`src/rtl/beef_route_pkg.sv`:
```
// Shared routing definitions for the buffered 1-to-4 demultiplexer:
// channel count, selector type, counter default and a popcount helper.
package beef_route_pkg;

    localparam int NUM_CHAN      = 4;
    localparam int DEFAULT_CNT_W = 16;

    typedef logic [1:0] chan_sel_t;

    // Number of channels handing a word to their consumer in one cycle.
    function automatic logic [2:0] popcount4(input logic [3:0] v);
        popcount4 = 3'(v[0]) + 3'(v[1]) + 3'(v[2]) + 3'(v[3]);
    endfunction

endpackage

```
`src/rtl/one_four_demux_buf_if.sv`:
```
// Producer-side and consumer-side handshake bundle of the 1-to-4 demux.
// slave is the demux view; master is the producer/consumer view.
interface one_four_demux_buf_if #(
    parameter int WIDTH = 8,
    parameter int CNT_W = beef_route_pkg::DEFAULT_CNT_W
) ();
    logic                      in_valid;
    logic                      in_ready;
    beef_route_pkg::chan_sel_t in_sel;
    logic [WIDTH-1:0]          in_data;
    logic [3:0]                out_valid;
    logic [3:0]                out_ready;
    logic [WIDTH-1:0]          out_data0;
    logic [WIDTH-1:0]          out_data1;
    logic [WIDTH-1:0]          out_data2;
    logic [WIDTH-1:0]          out_data3;
    logic [CNT_W-1:0]          delivered_cnt;

    modport slave (
        input  in_valid, in_sel, in_data, out_ready,
        output in_ready, out_valid, out_data0, out_data1, out_data2, out_data3,
               delivered_cnt
    );

    modport master (
        output in_valid, in_sel, in_data, out_ready,
        input  in_ready, out_valid, out_data0, out_data1, out_data2, out_data3,
               delivered_cnt
    );
endinterface

```
`src/rtl/demux_slot.sv`:
```
// One-entry holding register with valid/ready; it can take a new word
// whenever it is empty or its current word leaves in the same cycle.
module demux_slot #(
    parameter int WIDTH = 8
) (
    input  logic             clk,
    input  logic             rst_n,
    input  logic             load,
    input  logic [WIDTH-1:0] load_data,
    input  logic             out_ready,
    output logic             valid,
    output logic [WIDTH-1:0] data,
    output logic             can_accept
);
    logic             valid_q, valid_d;
    logic [WIDTH-1:0] data_q, data_d;

    always_comb begin
        valid_d = valid_q;
        data_d  = data_q;
        if (valid_q && out_ready) begin
            valid_d = 1'b0;
        end
        // A load overrides the drain so a refilled slot stays full.
        if (load) begin
            valid_d = 1'b1;
            data_d  = load_data;
        end
    end

    always_ff @(posedge clk) begin
        if (!rst_n) begin
            valid_q <= 1'b0;
            data_q  <= '0;
        end else begin
            valid_q <= valid_d;
            data_q  <= data_d;
        end
    end

    assign valid      = valid_q;
    assign data       = data_q;
    assign can_accept = !valid_q || out_ready;

endmodule

```
`src/rtl/one_four_demux_buf.sv`:
```
// Buffered 1-to-4 demultiplexer: steers each accepted word into one of four
// independent holding slots and counts words handed to the consumers.
module one_four_demux_buf
    import beef_route_pkg::*;
#(
    parameter int WIDTH = 8,
    parameter int CNT_W = DEFAULT_CNT_W
) (
    input  logic                 clk,
    input  logic                 rst_n,
    one_four_demux_buf_if.slave  bus
);
    logic [NUM_CHAN-1:0] slot_load;
    logic [NUM_CHAN-1:0] slot_valid;
    logic [NUM_CHAN-1:0] slot_can_accept;
    logic [WIDTH-1:0]    slot_data [NUM_CHAN];
    logic                in_ready;
    logic [CNT_W-1:0]    cnt_q, cnt_d;

    // Only the addressed slot gates the producer, so a stalled consumer
    // blocks traffic for its own channel only.
    assign in_ready = slot_can_accept[bus.in_sel];

    genvar gi;
    generate
        for (gi = 0; gi < NUM_CHAN; gi++) begin : g_slot
            assign slot_load[gi] = bus.in_valid && in_ready &&
                                   (bus.in_sel == chan_sel_t'(gi));

            demux_slot #(.WIDTH(WIDTH)) u_slot (
                .clk        (clk),
                .rst_n      (rst_n),
                .load       (slot_load[gi]),
                .load_data  (bus.in_data),
                .out_ready  (bus.out_ready[gi]),
                .valid      (slot_valid[gi]),
                .data       (slot_data[gi]),
                .can_accept (slot_can_accept[gi])
            );
        end
    endgenerate

    always_comb begin
        cnt_d = cnt_q + CNT_W'(popcount4(slot_valid & bus.out_ready));
    end

    always_ff @(posedge clk) begin
        if (!rst_n) begin
            cnt_q <= '0;
        end else begin
            cnt_q <= cnt_d;
        end
    end

    assign bus.in_ready      = in_ready;
    assign bus.out_valid     = slot_valid;
    assign bus.out_data0     = slot_data[0];
    assign bus.out_data1     = slot_data[1];
    assign bus.out_data2     = slot_data[2];
    assign bus.out_data3     = slot_data[3];
    assign bus.delivered_cnt = cnt_q;

endmodule

```
`src/flat_wrapper.sv`:
```
// flat-port wrapper written by rule: the top's interface ports become plain ports
module one_four_demux_buf_flat import beef_route_pkg::*;
#(
    parameter int WIDTH = 8,
    parameter int CNT_W = DEFAULT_CNT_W
)
  (clk, rst_n, bus_in_valid, bus_in_sel, bus_in_data, bus_out_ready, bus_in_ready, bus_out_valid, bus_out_data0, bus_out_data1, bus_out_data2, bus_out_data3, bus_delivered_cnt);
  one_four_demux_buf_if #(.WIDTH(WIDTH), .CNT_W(CNT_W)) bus_i ();
  input  logic clk;
  input  logic rst_n;
  input wire logic [$bits(bus_i.in_valid)-1:0] bus_in_valid;
  input wire logic [$bits(bus_i.in_sel)-1:0] bus_in_sel;
  input wire logic [$bits(bus_i.in_data)-1:0] bus_in_data;
  input wire logic [$bits(bus_i.out_ready)-1:0] bus_out_ready;
  output wire logic [$bits(bus_i.in_ready)-1:0] bus_in_ready;
  output wire logic [$bits(bus_i.out_valid)-1:0] bus_out_valid;
  output wire logic [$bits(bus_i.out_data0)-1:0] bus_out_data0;
  output wire logic [$bits(bus_i.out_data1)-1:0] bus_out_data1;
  output wire logic [$bits(bus_i.out_data2)-1:0] bus_out_data2;
  output wire logic [$bits(bus_i.out_data3)-1:0] bus_out_data3;
  output wire logic [$bits(bus_i.delivered_cnt)-1:0] bus_delivered_cnt;
  assign bus_i.in_valid = bus_in_valid;
  assign bus_i.in_sel = bus_in_sel;
  assign bus_i.in_data = bus_in_data;
  assign bus_i.out_ready = bus_out_ready;
  assign bus_in_ready = bus_i.in_ready;
  assign bus_out_valid = bus_i.out_valid;
  assign bus_out_data0 = bus_i.out_data0;
  assign bus_out_data1 = bus_i.out_data1;
  assign bus_out_data2 = bus_i.out_data2;
  assign bus_out_data3 = bus_i.out_data3;
  assign bus_delivered_cnt = bus_i.delivered_cnt;
  one_four_demux_buf #(.WIDTH(WIDTH), .CNT_W(CNT_W)) u_core (.clk(clk), .rst_n(rst_n), .bus(bus_i));
endmodule
```
`config.mk`:
```
export PLATFORM = sky130hd
export DESIGN_NAME = one_four_demux_buf_flat
export DESIGN_NICKNAME = d
export VERILOG_FILES = /design/src/rtl/beef_route_pkg.sv /design/src/rtl/one_four_demux_buf_if.sv /design/src/rtl/demux_slot.sv /design/src/rtl/one_four_demux_buf.sv /design/src/flat_wrapper.sv
export SDC_FILE = /design/constraint.sdc
export NUM_CORES = 1
export LEC_CHECK = 0
export ABC_CLOCK_PERIOD_IN_PS = 4300
export BUFFER_PORTS_ARGS = -buffer_cell sky130_fd_sc_hd__buf_4
export CAP_MARGIN = 20
export CORE_ASPECT_RATIO = 1.25
export CORE_UTILIZATION = 50
export DETAILED_ROUTE_END_ITERATION = 12
export GPL_TIMING_DRIVEN = 0
export PLACE_DENSITY = 0.78
export SLEW_MARGIN = 0
export SYNTH_ARGS = -nofsm -noshare
export SYNTH_HDL_FRONTEND = slang
export SYNTH_HIERARCHICAL = 1
export SYNTH_SLANG_ARGS = --single-unit
```
`constraint.sdc`:
```
create_clock -name clk -period 4.3 [get_ports clk]
set_clock_uncertainty 0.1 [all_clocks]
set_input_delay 0.215 -clock clk [delete_from_list [all_inputs] [get_ports clk]]
set_output_delay 0.215 -clock clk [all_outputs]
set_load 0.005 [all_outputs]
```
Yosys cells after proc, flatten, opt, wreduce, memory -nomap -nowiden
Index checks and enable logic that the tools add are counted.
Word-level totals
  register bits after elaboration: 52
  output and inout port bits: 53
Operators by class
  magnitude comparators: 1
  muxes and demuxes: 10
  equal/unequal tests: 3
  add/subtract/negate cells: 4
  bitwise logic cells: 1
  reductions and logical operators: 22
Operator list (number)
  adder 16 x 3 -> 16 bit: 1
  logical AND 1 bit: 9
  two-way mux 1 bit: 9
  nonzero test 2 bit: 4
  adder 3 x 1 -> 3 bit: 2
  AND 4 bit: 1
  equality test 2 bit (second input constant): 2
  zero test 1 bit: 4
  logical OR 1 bit: 4
  less-than comparator 2 x 3 -> 1 bit (second input constant): 1
  adder 1 x 1 -> 2 bit: 1
  binary-select mux 1 bit (select 2 bit): 1
  equality test 2 x 1 -> 1 bit (second input constant): 1
  zero test 2 bit: 1

Longest topological paths before layout
Gate-level depths: netlist of the first run.
  depth in word-level cells: 7
  depth in mapped cells: 8
  depth with buffers taken out: 8

Modules after synthesis
Netlist of the first run, hierarchy kept.
Modules (own cells, without submodules)
  demux_slot: cells each 29, sequential area each 180.2 um^2, area an instance 339.1 um^2, instances 4
  one_four_demux_buf: cells each 90, sequential area each 320.3 um^2, area an instance 879.6 um^2, instances 1

Worst setup path after synthesis of the first run
Ideal clock, no wire load.
  path type: register to register
  from: register u_core.g_slot[0].u_slot.valid_q
  to: register u_core.cnt_q[12] (netlist: u_core/bus.delivered_cnt[12])
  cell stages (with the launch flop): 9
  path slack: 1.484 ns
  data arrival time: 2.645 ns
  path through: dfxtp_1 nand2_1 fa_1 fa_1 fa_1 and3b_2 nand3_1 or3_1 a21boi_1
Between the ends
  cells in the longest elaborated chain, start to end: 5
Ends and longest elaborated chain
  from (decl): line demux_slot.sv:15  | logic valid_q, valid_d;
  from (signal assigned): line demux_slot.sv:36  | valid_q <= valid_d;
  AND 4 bit: line one_four_demux_buf.sv:44  | cnt_d = cnt_q + CNT_W'(popcount4(slot_valid & bus.out_ready));
  adder 1 x 1 -> 2 bit: line beef_route_pkg.sv:12  | popcount4 = 3'(v[0]) + 3'(v[1]) + 3'(v[2]) + 3'(v[3]);
  adder 3 x 1 -> 3 bit (2 in series): line beef_route_pkg.sv:12
  adder 16 x 3 -> 16 bit: line one_four_demux_buf.sv:44
  to (signal assigned): line one_four_demux_buf.sv:51  | cnt_q <= cnt_d;
  to (decl): line one_four_demux_buf.sv:18  | logic [CNT_W-1:0] cnt_q, cnt_d;
Every way passes these cells.
A chain may end at the register's enable or synchronous reset.

Worst setup path after layout of the first run
Ends and elaborated chain as after synthesis.

==> impl_metrics.json, run 1 <==
{
  "status": "finished clean",
  "grt_overflow": 0,
  "hold_path.class": "in -> reg",
  "synth-edff-count": 0,
  "fill_cells": 358,
  "async_reset_ff_share_pct": 0,
  "drive_above_1_share_pct": 30.4,
  "clk_pin_slew_ns": 0.10,
  "crit_start": "u_core/g_slot[0].u_slot/valid",
  "drtIter0Drc": 53,
  "worstSetupEndpoint": "u_core/bus.delivered_cnt[12]",
  "clock_latency_ns": 0.30,
  "numPortBuffers": 69,
  "numCtsBuffers": 5,
  "core_um2": 4200,
  "yosysWarnings": 6,
  "crit_arrival_ns": 3.14,
  "rows": 26,
  "ant_nets": 0,
  "syn_nets": 227,
  "synth_top_cell_area_share_pct": 46.6,
  "ys_seq_area_share_pct": 46.6,
  "period_needed_ns": 3.01,
  "drv_slew": 0,
  "initial_utilization_pct": 53.3,
  "dpl.hpwl_um": 3060,
  "yosysTopAreaCell": "dfxtp_1",
  "synth_flop_cell": "dfxtp_1",
  "multiInputGateArea_um2": 1110,
  "yosys-top-cells-area": "dfxtp_1 (47%), mux2i_1 (16%), nor2b_1 (9.8%), fa_1 (2.7%), nand2b_1 (2.5%)",
  "ir_drop_mv": 0.252,
  "drc": 0,
  "start_kind": "register",
  "synth.distinct_cells": 31,
  "fp.dieH_um": 76.8,
  "synth_compound_area_share_pct": 4.14,
  "ctsHoldBuffers": 0,
  "via_per_inst": 4.90,
  "grt_pass1_vias": 1423,
  "rsz0062_at_grt": "no",
  "syn_area_um2": 2240,
  "final-setup-viol-count": 0,
  "postCtsSetupBuffers": 0,
  "reg2reg_slack_ns": 1.29,
  "r2r_end": "u_core/bus.delivered_cnt[12]",
  "path_class": "reg -> reg",
  "power_density_nw_per_um2": 303,
  "place_area_um2": 2820,
  "antenna_cells": 0,
  "critPathCaptureType": "register",
  "final_net_count": 303,
  "die-area_um2": 4740,
  "r2r_cells": 8,
  "grtUsageTotal_pct": 19.7,
  "clockBufferDepth": 2,
  "die_x_um": 61.8,
  "ctsResizeCount": 0,
  "synth_top_family_by_area": "simple AND/OR/NAND/NOR gates",
  "clock-sinks": 52,
  "cts_tree": "yes",
  "seqCellArea_um2": 1040,
  "crit_fanout": 6,
  "crit_required_ns": 4.44,
  "synth.avg_cell_area_um2": 10.9,
  "max_freq_ghz": 0.333,
  "vias": 1660,
  "antenna_found_initial": 0,
  "relSlewSlack_pct": 75.1,
  "timing_hold_violations_final": 0,
  "clock-root-buffer": "clkbuf_8",
  "synth-xor-area-share_pct": 2.74,
  "grt_max_degree": 40,
  "max_cap_viol_count": 0,
  "synthCells": 206,
  "fin_tns_setup_ns": 0,
  "p_leak_nw": 1.22,
  "synth_adder_area_share_pct": 3.25,
  "grt_pass1_wl_um": 6880,
  "yosys_register_bits": 52,
  "min_path_cells": 3,
  "final_area_um2": 2920,
  "min_period_over_period_pct": 69.9,
  "drt_wl_total_um": 4400,
  "wl_per_cell_um": 13.0,
  "layout_common_cells": "buf_4 (69), dfxtp_1 (52), mux2i_1 (36)",
  "drt_first_pass_iters": 4,
  "worstReg2RegStart": "u_core/g_slot[0].u_slot/valid",
  "syn2layout_area_growth_pct": 30.6,
  "htreeDepth": 2,
  "gp_congestion": 0.769,
  "io_pins": 70,
  "tightest_slew_ns": 0.374,
  "synthSimpleGateAreaFrac_pct": 22.5,
  "synth_mux_area_share_pct": 17.1,
  "mostFrequentLayoutCell": "buf_4"
}
## worst max-delay path, stage by stage, from the launching register on
cell and delay (ns):
dfxtp_1 0.36, nand2_1 0.09, fa_1 0.50, fa_1 0.47
fa_1 0.41, and3b_2 0.30, nand3_1 0.18, or3_1 0.39
a21boi_1 0.14
## worst min path at each step
stage | to | slack [ns] | start
floorplan | u_core/g_slot[0].u_slot/data[0] | 0.24 | rst_n
global placement | u_core/bus.delivered_cnt[15] | 0.36 | u_core/bus.delivered_cnt[15]
detailed placement | u_core/bus.delivered_cnt[15] | 0.37 | u_core/bus.delivered_cnt[15]
CTS | u_core/g_slot[2].u_slot/data[6] | 0.08 | bus_in_data[6]
global route | u_core/g_slot[0].u_slot/data[6] | 0.09 | bus_in_data[6]
finish | u_core/g_slot[0].u_slot/data[4] | 0.09 | bus_in_data[4]
## flip-flops by register name (all words and copies together), names as in the netlist
signal,count
u_core/g_slot.u_slot/valid,4
u_core/g_slot.u_slot/data,32
u_core/bus.delivered_cnt,16
## stage by stage
stage / power, mW / hold slack, ns / setup slack [ns] / util (%) / instances
after global placement: 0.602 / 0.359 / 1.36 / 67.3 / 331
after floorplan: 0.556 / 0.243 / 1.48 / - / 206
after global routing: 0.927 / 0.0868 / 1.14 / 69.6 / 339
after detailed placement: 0.604 / 0.375 / 1.31 / 67.3 / 331
final: 0.885 / 0.0916 / 1.29 / 69.6 / 339
after CTS: 0.895 / 0.0845 / 1.28 / 69.6 / 339
## layout make-up
type                            count  area share, %
Tap cell                           56           2.40
Clock inverter                      3          0.943
Buffer                              6           1.80
Sequential cell                    52           35.6
Timing Repair Buffer               69           17.7
Multi-Input combinational cell    140           38.1
Inverter                            8           1.03
Clock buffer                        5           2.36
## per-layer routing
metal | vias to the layer above | global-route usage (%) | wire length [µm] | share of wire, %
met5 | - | 0 | 0 | 0
met4 | 0 | 6.67 | 34 | 0.77
met3 | 2 | 5.73 | 223 | 5.1
met2 | 42 | 29.1 | 2090 | 47
met1 | 771 | 27.1 | 2050 | 47
li1 | 845 | - | - | -
## cell families after synthesis
kind of cell    count (synthesis)
mux                            37
flops                          52
simple gates                   79
compound gates                 13
xor+xnor                        7
buf+inv                        14
fa+ha+maj                       4
## cell usage after synthesis (3+ instances only)
cell / number
mux2i_1: 36
nand3_1: 3
a21boi_0: 4
and2_1: 8
fa_1: 3
dfxtp_1: 52
xnor2_1: 5
inv_1: 8
o21ai_0: 4
nand2_1: 11
buf_6: 4
nand2b_1: 9
nor2b_1: 35
## power by group
group	internal (mW)	switching (mW)
sequential	0.494	0.00699
combinational	0.0514	0.0390
clock	0.120	0.173
total	0.666	0.219
No activity file was read; power rests on OpenSTA's default activity.
==> run 2: changes to the inputs <==
ABC_CLOCK_PERIOD_IN_PS = 2550   (was 4300)
CORE_UTILIZATION = 45   (was 50)
PLACE_DENSITY = 0.75   (was 0.78)
clock period = 2.55 ns   (was 4.3 ns; I/O delays follow)
==> impl_metrics.json, run 2 (same netlist as run 1, synthesis figures left out) <==
{
  "status": "complete, but fails checks",
  "violations": "setup timing",
  "crit_fanout": 5,
  "drive_above_1_share_pct": 36.6,
  "grt_overflow": 0,
  "mostFrequentLayoutCell": "buf_4",
  "hold_path.class": "in -> reg",
  "clk_pin_slew_ns": 0.09,
  "crit_required_ns": 2.69,
  "drc": 0,
  "grt_pass1_vias": 1608,
  "drt_first_pass_iters": 4,
  "die-area_um2": 5260,
  "grtUsageTotal_pct": 18.9,
  "path_class": "reg -> reg",
  "core_um2": 4760,
  "fill_cells": 447,
  "power_density_nw_per_um2": 483,
  "max_cap_viol_count": 0,
  "worstReg2RegStart": "u_core/g_slot[2].u_slot/valid",
  "final_cells": 352,
  "numCtsBuffers": 5,
  "clock_latency_ns": 0.30,
  "timing_hold_violations_final": 0,
  "layout_common_cells": "buf_4 (77), dfxtp_1 (49), mux2i_1 (36)",
  "wl_per_cell_um": 13.4,
  "crit_arrival_ns": 2.78,
  "initial_utilization_pct": 46.9,
  "antenna_cells": 0,
  "clock-root-buffer": "clkbuf_8",
  "routed-wl-met2_um": 2340,
  "routed.top_layer": "met4",
  "final_net_count": 312,
  "io_pins": 70,
  "vias": 1708,
  "die_x_um": 65.0,
  "drtIter0Drc": 67,
  "gp_congestion": 0.686,
  "dpl.hpwl_um": 3280,
  "fp.dieH_um": 80.8,
  "syn2layout_area_growth_pct": 36.0,
  "largest_reg_flops": 32,
  "grt_max_degree": 40,
  "via_per_inst": 4.85,
  "ir_drop_mv": 0.258,
  "tightest_slew_ns": 0.365,
  "final-setup-viol-count": 5,
  "critPathCaptureType": "register",
  "final_area_um2": 3040,
  "met3WireLength_um": 330,
  "htreeDepth": 2,
  "rsz0062_at_grt": "yes",
  "crit_start": "u_core/g_slot[2].u_slot/valid",
  "place_area_um2": 2850,
  "grt_pass1_wl_um": 7570,
  "min_from": "bus_in_data[6]",
  "start_kind": "register",
  "ant_nets": 0,
  "clock-sinks": 52,
  "drt_wl_total_um": 4700,
  "rows": 28,
  "relSlewSlack_pct": 75.7,
  "max_freq_ghz": 0.379,
  "drv_slew": 0,
  "period_needed_ns": 2.64,
  "min_period_over_period_pct": 104,
  "antenna_found_initial": 0,
  "p_leak_nw": 1.27,
  "numPortBuffers": 69,
  "post-place-cells": 335,
  "cts_tree": "yes",
  "clockBufferDepth": 2,
  "wl_met1_um": 1980,
  "fin_ws_ns": -0.0920
}
run 2: worst max-delay path, stage by stage, from the launching register on:
cell      delay (ns)
dfxtp_2         0.36
nand2_2         0.06
fa_1            0.49
fa_2            0.38
fa_2            0.34
and3b_2         0.28
nand3_4         0.10
or3_4           0.34
a21boi_2        0.13
run 2: routing by layer:
layer,vias to the layer above,track usage (%)
met2,42,32.8
li1,867,-
met3,5,6.32
met4,0,6.52
met5,-,0
met1,794,21.6
run 2: stage by stage:
stage | hold slack, ns | utilization [%] | setup TNS (ns) | power, mW | worst slack (ns)
global route | 0.0123 | 63.8 | -0.815 | 1.53 | -0.189
detailed placement | 0.325 | 59.7 | -0.525 | 1.02 | -0.195
floorplan | 0.156 | - | -0.0581 | 0.938 | -0.0291
global placement | 0.320 | 59.7 | -0.295 | 1.02 | -0.135
CTS | 0.000969 | 62.5 | -0.452 | 1.49 | -0.127
finish | 0.00886 | 63.8 | -0.337 | 1.47 | -0.0920
run 2: area by class of cell:
cell class	instances	area (µm²)	share of cell area, %
multi-input cells	140	1160	38.2
flip-flops and latches	52	1040	34.3
repair buffers	78	588	19.3
well taps	60	75.1	2.47
clock buffers	6	72.6	2.39
plain buffers	6	52.6	1.73
inverters	8	30.0	0.987
clock inverters	2	16.3	0.535
run 2: worst paths after layout:
path / to / slack, ns / cells past startpoint
min: u_core/g_slot[3].u_slot/data[6] / 0.009 / 3
max reg2reg: u_core/bus.delivered_cnt[12] / -0.09 / 8
min reg2reg: u_core/bus.delivered_cnt[15] / 0.38 / 2
max: u_core/bus.delivered_cnt[12] / -0.09 / 8
run 2: power breakdown:
| group | switching, mW | internal [mW] | total, mW | leakage [nW] |
|---|---|---|---|---|
| combinational | 0.0674 | 0.0903 | 0.158 | 0.802 |
| sequential | 0.0124 | 0.834 | 0.847 | 0.423 |
| clock | 0.269 | 0.196 | 0.465 | 0.0414 |
| total | 0.349 | 1.12 | 1.47 | 1.27 |
run 2: what timing repair did:
action	in CTS	in global routing
hold endpoints to repair	1	0
setup endpoints to repair	5	7
setup buffers	3	5
pin swaps	4	6
hold buffers	1	0
gates cloned	0	0
resized for setup	2	7
==> run 3: changes to the inputs <==
--- a/config.mk
+++ b/config.mk
@@ -17,4 +17,3 @@
 export SYNTH_ARGS = -nofsm -noshare
 export SYNTH_HDL_FRONTEND = slang
-export SYNTH_HIERARCHICAL = 1
 export SYNTH_SLANG_ARGS = --single-unit
==> constraint.sdc (replaced) <==
create_clock -name clk -period 2.55 [get_ports clk]
set_clock_uncertainty 0.1 [all_clocks]
set_input_delay 0.255 -clock clk [delete_from_list [all_inputs] [get_ports clk]]
set_output_delay 0.255 -clock clk [all_outputs]
set_load 0.005 [all_outputs]
==> impl_metrics.json, run 3 <==
{
  "hold_path.class": "in -> reg",
  "min_period_over_period_pct": 106,
  "fin_tns_setup_ns": -0.857,
  "grtUsageMet1_pct": 22.4,
  "crit_required_ns": 2.68,
  "syn_area_um2": 2180,
  "mostFrequentLayoutCell": "buf_4",
  "ir_drop_mv": 0.341,
  "ant_nets": 0,
  "numPortBuffers": 69,
  "p_leak_nw": 1.32,
  "grtUsageTotal_pct": 20.7,
  "wl_per_cell_um": 13.9,
  "power_density_nw_per_um2": 533,
  "yosysWarnings": 0,
  "numCtsBuffers": 5,
  "clockBufferDepth": 2,
  "clock-root-buffer": "clkbuf_8",
  "syn2layout_area_growth_pct": 41.4,
  "grt.busiest_layer": "met2",
  "rows": 27,
  "drc": 0,
  "htreeDepth": 2,
  "synthTopCellsByCount": "dfxtp_1 (52), nor2_1 (44), mux2i_1 (33)",
  "gp_congestion": 0.781,
  "grt_pass1_wl_um": 8150,
  "clkPwrFrac_pct": 39.1,
  "synthCells": 220,
  "synth_compound_area_share_pct": 4.42,
  "tightest_slew_ns": 0.555,
  "synth_top_family_by_area": "simple AND/OR/NAND/NOR gates",
  "vias": 1794,
  "ys_seq_area_share_pct": 47.7,
  "status": "complete, but fails checks",
  "power_frac_comb_pct": 9.3,
  "relSlewSlack_pct": 63.0,
  "clock_latency_ns": 0.30,
  "drv_slew": 0,
  "path_class": "reg -> reg",
  "fill_cells": 390,
  "initial_utilization_pct": 48.2,
  "drt_wl_total_um": 5020,
  "largest_reg_flops": 32,
  "pwr-share-seq_pct": 51.6,
  "die-area_um2": 5130,
  "yosysMostFrequentCell": "dfxtp_1",
  "antenna_found_initial": 0,
  "final-setup-viol-count": 10,
  "layout_common_cells": "buf_4 (79), dfxtp_1 (50), nor2_1 (44)",
  "io_pins": 70,
  "grt_overflow": 0,
  "grt_pass1_vias": 1817,
  "synthSimpleGateAreaFrac_pct": 19.2,
  "crit_arrival_ns": 2.84,
  "fp.dieH_um": 79.8,
  "final_net_count": 327,
  "dp_slack_ns": -0.305,
  "drive_above_1_share_pct": 38.6,
  "p_sw_uw": 341,
  "violations": "setup timing",
  "clock-sinks": 52,
  "grt_max_degree": 16,
  "antenna_cells": 0,
  "p_int_mw": 1.30,
  "yosys-top-cells-area": "dfxtp_1 (48%), mux2i_1 (15%), nor2_1 (7.6%), xnor2_1 (3.6%), ha_1 (2.9%)",
  "yosys_register_bits": 52,
  "synth_flop_cell": "dfxtp_1",
  "dpl.hpwl_um": 3500,
  "synth_mux_area_share_pct": 16.2,
  "die_x_um": 64.3,
  "synth.avg_cell_area_um2": 9.91,
  "syn_nets": 244,
  "use_met3_pct": 4.71,
  "final_cells": 361,
  "rsz0062_at_grt": "yes",
  "async_reset_ff_share_pct": 0,
  "drtIter0Drc": 47,
  "synth.distinct_cells": 33,
  "max_freq_ghz": 0.368,
  "p_sw_share_pct": 20.7,
  "crit_fanout": 4,
  "drt_first_pass_iters": 4,
  "max_cap_viol_count": 0,
  "synth-xor-area-share_pct": 4.02,
  "clk_pin_slew_ns": 0.09,
  "via_per_inst": 4.97,
  "post-place-cells": 347,
  "fin_ws_ns": -0.165,
  "use_met2_pct": 38.2,
  "start_kind": "register",
  "core_um2": 4530,
  "synth-edff-count": 0,
  "yosysTopAreaCell": "dfxtp_1",
  "critPathCaptureType": "register",
  "synth_top_cell_area_share_pct": 47.7,
  "synth_adder_area_share_pct": 4.70,
  "period_needed_ns": 2.71,
  "timing_hold_violations_final": 0,
  "cts_tree": "yes"
}
## run 3: power groups by stage
stage          Combinational, mW  Clock (mW)  Sequential (mW)
3_3_place_gp               0.145           0            0.865
3_5_place_dp               0.147           0            0.865
6_report                   0.153       0.642            0.848
4_1_cts                    0.152       0.661            0.848
2_1_floorplan             0.0684           0            0.866
5_1_grt                    0.171       0.689            0.851
## run 3: worst paths after layout
check                                     start                         endpoint  slack (ns)  depth (start not counted)
hold reg to reg    u_core.bus.delivered_cnt[15]     u_core.bus.delivered_cnt[15]        0.40                          2
setup / recovery  u_core.g_slot[1].u_slot.valid     u_core.bus.delivered_cnt[13]       -0.16                         11
setup reg to reg  u_core.g_slot[1].u_slot.valid     u_core.bus.delivered_cnt[13]       -0.16                         11
hold / removal                   bus_in_data[3]  u_core.g_slot[0].u_slot.data[3]        0.11                          3
## run 3: area by class of cell
type | instances | area, µm² | area share, %
repair buffers | 76 | 574 | 18.6
clock inverters | 2 | 60.1 | 1.95
flip-flops and latches | 52 | 1040 | 33.8
clock buffers | 5 | 68.8 | 2.23
inverters | 5 | 18.8 | 0.609
multi-input cells | 151 | 1180 | 38.3
plain buffers | 12 | 63.8 | 2.07
well taps | 58 | 72.6 | 2.35
## run 3: critical path: stages, from the launching register on
cell and delay (ns):
dfxtp_2 0.33, and2_4 0.14, ha_4 0.25, inv_2 0.03, fa_2 0.32, inv_2 0.07
ha_4 0.20, ha_4 0.27, a211oi_4 0.06, or3_4 0.37, or3_1 0.32, a21oi_1 0.15
## run 3: layer usage
metal / share of wire (%) / routed length [µm]
met4: 1.1 / 57
met5: 0 / 0
met3: 4.9 / 246
met1: 41 / 2080
met2: 52 / 2640
## run 3: per-stage QoR
stage	util, %	total power, mW	instance area (µm²)	hold WS, ns
6_report	68.1	1.64	3080	0.109
5_1_grt	68.1	1.71	3080	0.110
4_1_cts	67.1	1.66	3040	0.102
3_5_place_dp	62.4	1.01	2820	0.386
3_3_place_gp	62.4	1.01	2820	0.374
2_1_floorplan	-	0.934	2230	0.277
## run 3: repair_timing
| item | in CTS | in global routing |
|---|---|---|
| resized for setup | 11 | 7 |
| buffers inserted | 5 | 2 |
| setup endpoints to repair | 9 | 12 |
| pin swaps | 7 | 7 |
| hold buffers | 0 | 0 |
## run 3: logic make-up after synthesis
family	Yosys count
mux	34
compound gates	14
flops	52
buf+inv	17
simple gates	86
xor+xnor	10
fa+ha+maj	7
